## config.mk

```make
export PLATFORM = sky130hd
export DESIGN_NAME = modn_count_sequencer
export DESIGN_NICKNAME = d
export VERILOG_FILES = /design/src/rtl/modn_count_sequencer.sv
export SDC_FILE = /design/constraint.sdc
export NUM_CORES = 1
export LEC_CHECK = 0
export CAP_MARGIN = 5
export CORE_MARGIN = 4
export CORE_UTILIZATION = 40
export CTS_CLUSTER_SIZE = 10
export DETAILED_ROUTE_END_ITERATION = 8
export SLEW_MARGIN = 30
export SYNTH_ARGS = -nofsm -noshare
export SYNTH_HDL_FRONTEND = slang
export SYNTH_SLANG_ARGS = --single-unit
```

## constraint.sdc

```tcl
create_clock -name clk -period 4.5 [get_ports clk]
set_input_delay 0.675 -clock clk [delete_from_list [all_inputs] [get_ports clk]]
set_output_delay 0.675 -clock clk [all_outputs]
set_load 0.05 [all_outputs]
```

## src/rtl/modn_count_sequencer.sv

```systemverilog
// Command-driven programmable-modulus counter: runs cmd_laps full wraps of a mod-(term+1) count, then pulses done.
// Latency: q shows the start value at the acceptance edge; each wrap/done is registered from the wrapping edge.
// Backpressure: cmd_ready is high only in IDLE; cnt_en low stalls the count without losing state.
module modn_count_sequencer #(
    parameter int WIDTH = 3,
    parameter int LAPW  = 4
) (
    input  logic             clk,
    input  logic             clr,
    input  logic             cmd_valid,
    output logic             cmd_ready,
    input  logic [WIDTH-1:0] cmd_term,
    input  logic [LAPW-1:0]  cmd_laps,
    input  logic             cmd_down,
    input  logic             cnt_en,
    input  logic             abort,
    output logic [WIDTH-1:0] q,
    output logic             wrap,
    output logic             busy,
    output logic             done
);

    typedef enum logic [1:0] {IDLE, RUN, DONE} state_t;

    localparam logic [WIDTH-1:0] QONE     = {{(WIDTH-1){1'b0}}, 1'b1};
    localparam logic [LAPW:0]    LAP_ONE  = {{LAPW{1'b0}}, 1'b1};
    localparam logic [LAPW:0]    LAP_FULL = {1'b1, {LAPW{1'b0}}};

    state_t           state, state_nxt;
    logic [WIDTH-1:0] term_r;
    logic             down_r;
    logic [LAPW:0]    laps_r;     // one extra bit so a zero command can hold 2^LAPW
    logic             accept;
    logic             at_end;
    logic             adv;
    logic             last_lap;

    assign accept    = cmd_valid && (state == IDLE);
    assign at_end    = down_r ? (q == '0) : (q == term_r);
    assign adv       = (state == RUN) && cnt_en && !abort;
    assign last_lap  = (laps_r == LAP_ONE);
    assign cmd_ready = (state == IDLE);
    assign busy      = (state != IDLE);

    always_comb begin
        state_nxt = state;
        case (state)
            IDLE: if (accept) state_nxt = RUN;
            RUN: begin
                if (abort)
                    state_nxt = IDLE;
                else if (cnt_en && at_end && last_lap)
                    state_nxt = DONE;
            end
            DONE:    state_nxt = IDLE;
            default: state_nxt = IDLE;
        endcase
    end

    always_ff @(posedge clk) begin
        if (clr)
            state <= IDLE;
        else
            state <= state_nxt;
    end

    always_ff @(posedge clk) begin
        if (clr) begin
            q      <= '0;
            wrap   <= 1'b0;
            done   <= 1'b0;
            term_r <= '0;
            down_r <= 1'b0;
            laps_r <= '0;
        end else begin
            wrap <= 1'b0;
            done <= 1'b0;
            if (accept) begin
                term_r <= cmd_term;
                down_r <= cmd_down;
                laps_r <= (cmd_laps == '0) ? LAP_FULL : {1'b0, cmd_laps};
                q      <= cmd_down ? cmd_term : '0;
            end else if ((state == RUN) && abort) begin
                q      <= '0;
                laps_r <= '0;
            end else if (adv) begin
                if (at_end) begin
                    // reload the start value so q rests there through DONE
                    q      <= down_r ? term_r : '0;
                    wrap   <= 1'b1;
                    laps_r <= laps_r - LAP_ONE;
                    done   <= last_lap;
                end else begin
                    q <= down_r ? (q - QONE) : (q + QONE);
                end
            end
        end
    end

endmodule

```

==> results.toml, run 1 <==
[timing]
fin_crit_sh = 0.534
setup_viol = 0
setup_slack_ns = 2.10
tightest_slew_ns = 0.619
fin_skew_ns = 0.00453
hold_viol_final = 0
final_max_slew_viol_count = 0
rsz0062_at_grt = "no"
tns_ns = 0
relSlewSlack = 0.585
fin_crit_ns = 2.40
max_freq_ghz = 0.416

[clocking]
cts_buffer_depth = 2
cts_resized = 0
cts_post_setup_buffers_inserted = 0
clkLatencyLatePin_ns = 0.29
root_buffer = "clkbuf_4"
clk_pin_slew_ns = 0.10
cts_tree = "yes"
cts_hold_buffers = 0
h-tree-depth = 1
cts.sink_count = 16
numCtsBuffers = 3

[cells_and_area]
drive_gt1_frac = 0.101
fin_util = 0.536
num-fill-cells = 237
syn_to_final_growth_pct = 25.3
antennaDiodeCount = 0
final_cells = 166
fin_nets = 155
multi_input_area_sq_um = 592
seqCellArea_sq_um = 320

[synthesis]
yosysSeqAreaShare = 0.332
synth_edf_count = 0
ys_types = 41
synth_area_sq_um = 963
syn_area_per_cell_sq_um = 8.16
ys_top_cells_by_area = "dfxtp_1 33%, nand2_1 6.6%, a21oi_1 5.7%"
yosysWarnings = 0
synth_most_common_cell = "nand2_1"
syn_nets = 134
syn_inst = 118
synth_top_cell_by_area = "dfxtp_1"
ys.flop_type = "dfxtp_1"
asyncSetResetFlopFracSynth = 0
synth_common_cells = "17 x nand2_1, 16 x dfxtp_1, 11 x a21oi_1, 11 x nor2_1, 9 x inv_1"
ys_ff_latch = 16
netlist.area_leader.share = 0.332

[min_path]
min_path_cells = 2
hold_start = "term_r[2]$_SDFFE_PP0P_"
min_path_type = "reg2reg"

[critical_path]
critPathLaunchType = "flip-flop"
r2r-start = "q[0]$_SDFFE_PP0P_"
cp.required_ns = 3.83
cp.arrival_ns = 1.73
cp_max_fo = 8
reg2reg_depth = 7
cp-startpoint = "state[0]$_SDFFE_PP0P_"
worstSetupPathType = "reg2out"
endpoint_kind = "output pin"

[floorplan]
coreArea_sq_um = 2250
rows = 17
io-pin-count = 20
die-area_sq_um = 3260
die_w_um = 57.1
die_height_um = 57.1
initial_core_util = 0.427

[global_routing]
grt_use_total = 0.158
grt_pass1_vias = 931
grt_max_degree = 17
overflow = 0
grt_pass1_wl_um = 4130
antenna_found_initial = 0

[power]
finalPower_w = 0.000390
peakVddDrop_mv = 0.203
powerDensity_nw_per_um2 = 323
leakagePower_nw = 0.425

[route]
routedWlPerCell_um = 14.3
drt_drc_violations_left = 0
drt_iter0_drc = 12
postRouteAntennaNets = 0
drt-total-wl_um = 2370
via_per_inst = 5.73
drtPass1Iterations = 4
vias = 951

[placement]
place_congestion = 0.798
dp_hpwl_um = 1790
dpl.cell_count = 162
dp_slack_ns = 2.11
port-buffer-count = 19

[flow_run]
cap_violations = 0

[outcome]
run_status = "completed"
==> state kept, by name, indices dropped and copies added, names as in the netlist <==
name    cells
done        1
down_r      1
laps_r      5
q           3
state       2
term_r      3
wrap        1
==> layer usage <==
| layer | share of wire | global-route usage |
|---|---|---|
| met5 | 0 | 0 |
| met4 | 0.012 | 0.0662 |
| met3 | 0.073 | 0.0385 |
| met2 | 0.46 | 0.232 |
| met1 | 0.46 | 0.220 |
==> worst max-delay path: stages (launching register included) <==
cell	delay, ns
dfxtp_1	0.47
nor2_1	0.12
inv_1	0.06
clkdlybuf4s50_1	0.79
==> kinds of logic after synthesis <==
group,Yosys count,share of synthesized area
simple gates,49,0.286
buf+inv,12,0.0584
xor+xnor,4,0.0364
compound gates,34,0.240
flops,16,0.332
fa+ha+maj,3,0.0467
==> power by group <==
group	total [W]	leakage [nW]	internal [W]	switching [W]
clock	0.0000967	0.0210	0.0000493	0.0000474
sequential	0.000167	0.131	0.000152	0.0000149
combinational	0.000126	0.273	0.0000536	0.0000728
==> final cells by class <==
class	instances	share of cell area
multi-input combinational	90	0.490
sequential	16	0.265
timing repair buffer	19	0.158
clock buffer	4	0.0301
tap	28	0.0290
inverter	9	0.0280
==> metrics by stage <==
stage	hold slack, ns	instance area [sq um]
floorplan	0.458	963
global placement	0.476	1170
detailed placement	0.479	1170
CTS	0.493	1210
global route	0.525	1210
finish	0.493	1210
==> cell usage in the layout (no fill, tap or decap), types with 2 or more instances in the layout <==
| master | synthesis | final |
|---|---|---|
| a211oi_1 | 2 | 2 |
| a21oi_1 | 11 | 11 |
| a311oi_1 | 3 | 3 |
| clkbuf_4 | 0 | 3 |
| clkdlybuf4s50_1 | 0 | 19 |
| dfxtp_1 | 16 | 16 |
| ha_1 | 2 | 2 |
| inv_1 | 9 | 9 |
| nand2_1 | 17 | 17 |
| nand3_1 | 4 | 4 |
| nor2_1 | 11 | 11 |
| nor3_1 | 4 | 4 |
| nor3b_2 | 1 | 2 |
| nor4_1 | 2 | 2 |
| o21ai_0 | 6 | 6 |
| xnor2_1 | 3 | 3 |
==> final timing paths <==
check                            to  slack [ns]
max                            busy        2.10
min          term_r[2]$_SDFFE_PP0P_        0.49
max reg2reg       q[2]$_SDFFE_PP0P_        2.57
min reg2reg  term_r[2]$_SDFFE_PP0P_        0.49
(Power assumes the default switching activity.)
==> run 2, diff against run 1 <==
PLACE_DENSITY = 0.67   (was default)
clock period = 1.9 ns   (was 4.5 ns; I/O delays follow)
==> run 2 against run 1 <==
Against the previous run:
- worst setup slack got worse by 2.0 ns
- global-route usage fell by 0.18 points
- die area did not move
- clock-buffer cell count did not move
- sequential cell count did not move
- routed wire length rose by 5.7%
- combinational power rose to 2.6 times the previous value
- highest routed layer unchanged
==> results.toml, run 2 (synthesis gave the netlist of run 1 again) <==
[clocking]
cts_buffer_depth = 2
cts_tree = "yes"
cts.sink_count = 16
root_buffer = "clkbuf_4"
cts_hold_buffers = 0
clk_pin_slew_ns = 0.11
h-tree-depth = 1
numCtsBuffers = 3
clkLatencyLatePin_ns = 0.29

[cells_and_area]
antennaDiodeCount = 0
final_cells = 174
layout_commonest_cell = "nand2_1"
largest-register = "laps_r"
drive_gt1_frac = 0.185
syn_to_final_growth_pct = 31.6
fin_util = 0.562
top_regs = "laps_r (5), q (3), term_r (3)"
largest_register_ffs = 5
layout_common_cells = "17 x nand2_1, 16 x clkdlybuf4s50_1, 14 x dfxtp_1"
final_cell_area_sq_um = 1270
fin_nets = 163

[power]
leakagePower_nw = 0.465
powerDensity_nw_per_um2 = 754
peakVddDrop_mv = 0.572

[timing]
tns_ns = 0
max_freq_ghz = 0.551
hold_viol_final = 0
tightest_slew_ns = 0.494
fin_crit_sh = 0.955
fin_crit_ns = 1.81
setup_viol = 0
final_max_slew_viol_count = 0
rsz0062_at_grt = "no"
fin_skew_ns = 0.0137
relSlewSlack = 0.670
setup_slack_ns = 0.0862

[route]
drt-total-wl_um = 2500
drt_iter0_drc = 18
drtPass1Iterations = 4
postRouteAntennaNets = 0
routedWlPerCell_um = 14.4
via_per_inst = 5.57
drt_drc_violations_left = 0
vias = 969

[placement]
dp_slack_ns = -0.0597
dpl.cell_count = 169
place_congestion = 0.799
dp_hpwl_um = 1950
port-buffer-count = 19
placed_area_sq_um = 1220

[flow_run]
cap_violations = 0

[critical_path]
worstSetupPathType = "reg2out"
cp.required_ns = 1.62
r2r_slack_ns = 0.12
critical-path-max-stage-delay_ns = 0.82
cp.arrival_ns = 1.53
path_cells = "clkdlybuf4s50_1"
critPathLaunchType = "flip-flop"
cp_slowest_cell = "clkdlybuf4s50_1"
crit_family = "buffers and inverters"
endpoint_kind = "output pin"
cp_max_fo = 5
critPathBufInv = 1

[floorplan]
rows = 17
die_height_um = 57.1
initial_core_util = 0.427
io-pin-count = 20
die-area_sq_um = 3260
coreArea_sq_um = 2250
die_w_um = 57.1

[global_routing]
overflow = 0
grt_pass1_wl_um = 4060
grt_pass1_vias = 929
antenna_found_initial = 0
grt_use_total = 0.156
grt_max_degree = 12

[outcome]
run_status = "completed"

[min_path]
min_path_type = "reg2reg"
[run 2: routing by layer]
| metal | part of all wire | track usage | vias to the layer above |
|---|---|---|---|
| met1 | 0.43 | 0.180 | 465 |
| met4 | 0.0048 | 0.0298 | 0 |
| met2 | 0.53 | 0.294 | 22 |
| li1 | - | - | 480 |
| met5 | 0 | 0 | - |
| met3 | 0.037 | 0.0339 | 2 |
[run 2: final timing paths]
kind,start,endpoint,cells after the start
max,q[1]$_SDFFE_PP0P_,q[1],1
min,term_r[1]$_SDFFE_PP0P_,term_r[1]$_SDFFE_PP0P_,2
max reg2reg,q[0]$_SDFFE_PP0P_,q[2]$_SDFFE_PP0P_,7
min reg2reg,term_r[1]$_SDFFE_PP0P_,term_r[1]$_SDFFE_PP0P_,2
[run 2: power breakdown]
group | switching, W | total [W] | internal [W]
logic | 0.000183 | 0.000325 | 0.000142
clock network | 0.000118 | 0.000234 | 0.000117
registers | 0.0000346 | 0.000396 | 0.000362
[run 2: layout make-up]
type	count	area [sq um]
clock buffer	4	36.3
timing repair buffer	27	243
tap	28	35.0
multi-input combinational	90	594
inverter	9	33.8
sequential	16	325
fill	230	987
[run 2: timing repair]
item,4_1_cts,5_1_grt
resized for setup,0,1
endpoints found under the setup margin,0,1
hold endpoints to repair,0,0
setup buffers,0,1
[run 2: metrics by stage]
step	hold WS, ns	total power [W]
after floorplan	0.421	0.000611
after global placement	0.485	0.000707
after detailed placement	0.484	0.000718
after CTS	0.499	0.000949
after global routing	0.520	0.00101
final	0.500	0.000956
[run 2: worst min-delay path, cell delays in order (launching register included)]
cell and delay (ns):
dfxtp_1 0.35, nand2_1 0.06, a21oi_1 0.05
==> run 3, diff against run 2 <==
PLACE_DENSITY = default   (was 0.67)
SETUP_SLACK_MARGIN = 0.15   (was default)
clock period = 1.7 ns   (was 1.9 ns; I/O delays follow)
==> run 3 against run 2 <==
Against the previous run:
- routed wire length grew 3.0%
- largest cell class unchanged
- worst hold slack lost 0.013 ns
- critical path depth grew 7
- clock skew shrank 0.0056 ns
- global-route usage grew 1.7 points
- clock power grew 11%
- sequential share of layout area shrank 3.7 points
- clock-buffer cell count is the same
- utilization grew 11 points
- via count grew 1.9%
==> results.toml, run 3 (synthesis gave the netlist of run 1 again) <==
[outcome]
run_status = "completed"

[clocking]
clk_pin_slew_ns = 0.11
root_buffer = "clkbuf_4"
cts_tree = "yes"
cts_hold_buffers = 0
clkLatencyLatePin_ns = 0.29
h-tree-depth = 1
cts_buffer_depth = 2
cts.sink_count = 16
numCtsBuffers = 3

[cells_and_area]
syn_to_final_growth_pct = 56.9
largest-register = "laps_r"
layout_commonest_cell = "buf_4"
largest_register_ffs = 5
final_cell_area_sq_um = 1510
top_regs = "laps_r (5), q (3), term_r (3)"
drive_gt1_frac = 0.360
layout_common_cells = "28 x buf_4, 17 x nand2_1, 13 x dfxtp_1, 12 x clkdlybuf4s50_1, 11 x a21oi_1"
num-fill-cells = 206
antennaDiodeCount = 0
fin_nets = 181

[route]
drtPass1Iterations = 4
drt_iter0_drc = 22
routedWlPerCell_um = 13.4
postRouteAntennaNets = 0
drt_drc_violations_left = 0
drt-total-wl_um = 2580
vias = 987
via_per_inst = 5.14

[min_path]
min_path_type = "reg2reg"
hold_start = "term_r[2]$_SDFFE_PP0P_"
min_path_cells = 2
min_to = "term_r[2]$_SDFFE_PP0P_"

[critical_path]
r2r_end = "q[0]$_SDFFE_PP0P_"
r2r_slack_ns = 0.05
critPathBufInv = 4
worstSetupPathType = "reg2reg"
cp.arrival_ns = 1.83
cp_max_fo = 4
cp.required_ns = 1.88
reg2reg_depth = 8
endpoint_kind = "flip-flop"
critPathLaunchType = "flip-flop"
path_cells = "buf_12, nor4b_4, buf_4, buf_4, buf_4, a31oi_1, o211ai_1, a311oi_1"
cp_common_cell = "buf_4"
cp_slowest_cell = "dfxtp_4"
crit_family = "buffers and inverters"
r2r-start = "q[1]$_SDFFE_PP0P_"
critical-path-max-stage-delay_ns = 0.38

[global_routing]
grt_max_degree = 10
grt_use_total = 0.173
grt_pass1_wl_um = 4450
grt_pass1_vias = 973
antenna_found_initial = 0
overflow = 0

[floorplan]
die_height_um = 57.1
die_w_um = 57.1
initial_core_util = 0.427
rows = 17
die-area_sq_um = 3260
io-pin-count = 20
coreArea_sq_um = 2250

[timing]
hold_viol_final = 0
tightest_slew_ns = 0.407
relSlewSlack = 0.727
max_freq_ghz = 0.607
fin_skew_ns = 0.00811
fin_crit_sh = 0.970
worst_hold_slack_ns = 0.486
setup_viol = 0
rsz0062_at_grt = "yes"
final_max_slew_viol_count = 0
fin_crit_ns = 1.65

[placement]
place_congestion = 0.811
placed_area_sq_um = 1340
port-buffer-count = 19
dp_hpwl_um = 1980

[power]
powerDensity_nw_per_um2 = 779
leakagePower_nw = 0.595
peakVddDrop_mv = 0.516

[flow_run]
cap_violations = 0
==> run 3: routing by layer <==
layer | track usage | part of all wire
met1 | 0.219 | 0.46
met2 | 0.302 | 0.50
met3 | 0.0204 | 0.032
met4 | 0.0596 | 0.0070
met5 | 0 | 0
==> run 3: through the flow <==
stage | util | setup WS, ns | setup TNS (ns) | power (W) | std cells
after floorplan | - | -0.0627 | -0.0627 | 0.000685 | 118
after global placement | 0.593 | -0.0790 | -0.187 | 0.000843 | 182
after detailed placement | 0.593 | -0.103 | -0.378 | 0.000847 | 182
after CTS | 0.638 | 0.0541 | 0 | 0.00114 | 190
after global routing | 0.670 | -0.0751 | -0.206 | 0.00125 | 192
final | 0.670 | 0.0512 | 0 | 0.00118 | 192
==> run 3: power breakdown <==
part / switching [W] / internal, W
logic: 0.000240 / 0.000239
clock network: 0.000130 / 0.000130
registers: 0.0000340 / 0.000404
==> run 3: repair_timing <==
action	4_1_cts	5_1_grt
cloned	0	0
endpoints found under the hold margin	0	0
setup endpoints to repair	9	11
setup buffers	4	2
pin swaps	8	6
resized for setup	7	10
==> run 3: cell type report <==
cell class,count,area [sq um],share of cell area
timing repair buffer,45,413,0.273
multi-input combinational,90,662,0.438
tap,28,35.0,0.0232
clock buffer,4,36.3,0.0240
sequential,16,332,0.219
inverter,9,33.8,0.0224
==> run 3: worst reg2reg max path, cell delays in order, from the launching register on <==
cell and delay (ns):
dfxtp_4 0.38, buf_12 0.13, nor4b_4 0.34, buf_4 0.19, buf_4 0.10, buf_4 0.09, a31oi_1 0.03, o211ai_1 0.17
a311oi_1 0.11
==> run 3: worst max-delay path by stage <==
stage / slack (ns) / cells past startpoint / startpoint / end
final: 0.05 / 8 / q[1]$_SDFFE_PP0P_ / q[0]$_SDFFE_PP0P_
after global routing: -0.08 / 7 / q[1]$_SDFFE_PP0P_ / q[2]$_SDFFE_PP0P_
after CTS: 0.05 / 6 / q[0]$_SDFFE_PP0P_ / laps_r[4]$_SDFFE_PP0P_
after detailed placement: -0.10 / 6 / cmd_valid / laps_r[4]$_SDFFE_PP0P_
after global placement: -0.08 / 7 / cmd_valid / laps_r[4]$_SDFFE_PP0P_
after floorplan: -0.06 / 7 / q[0]$_SDFFE_PP0P_ / q[2]$_SDFFE_PP0P_
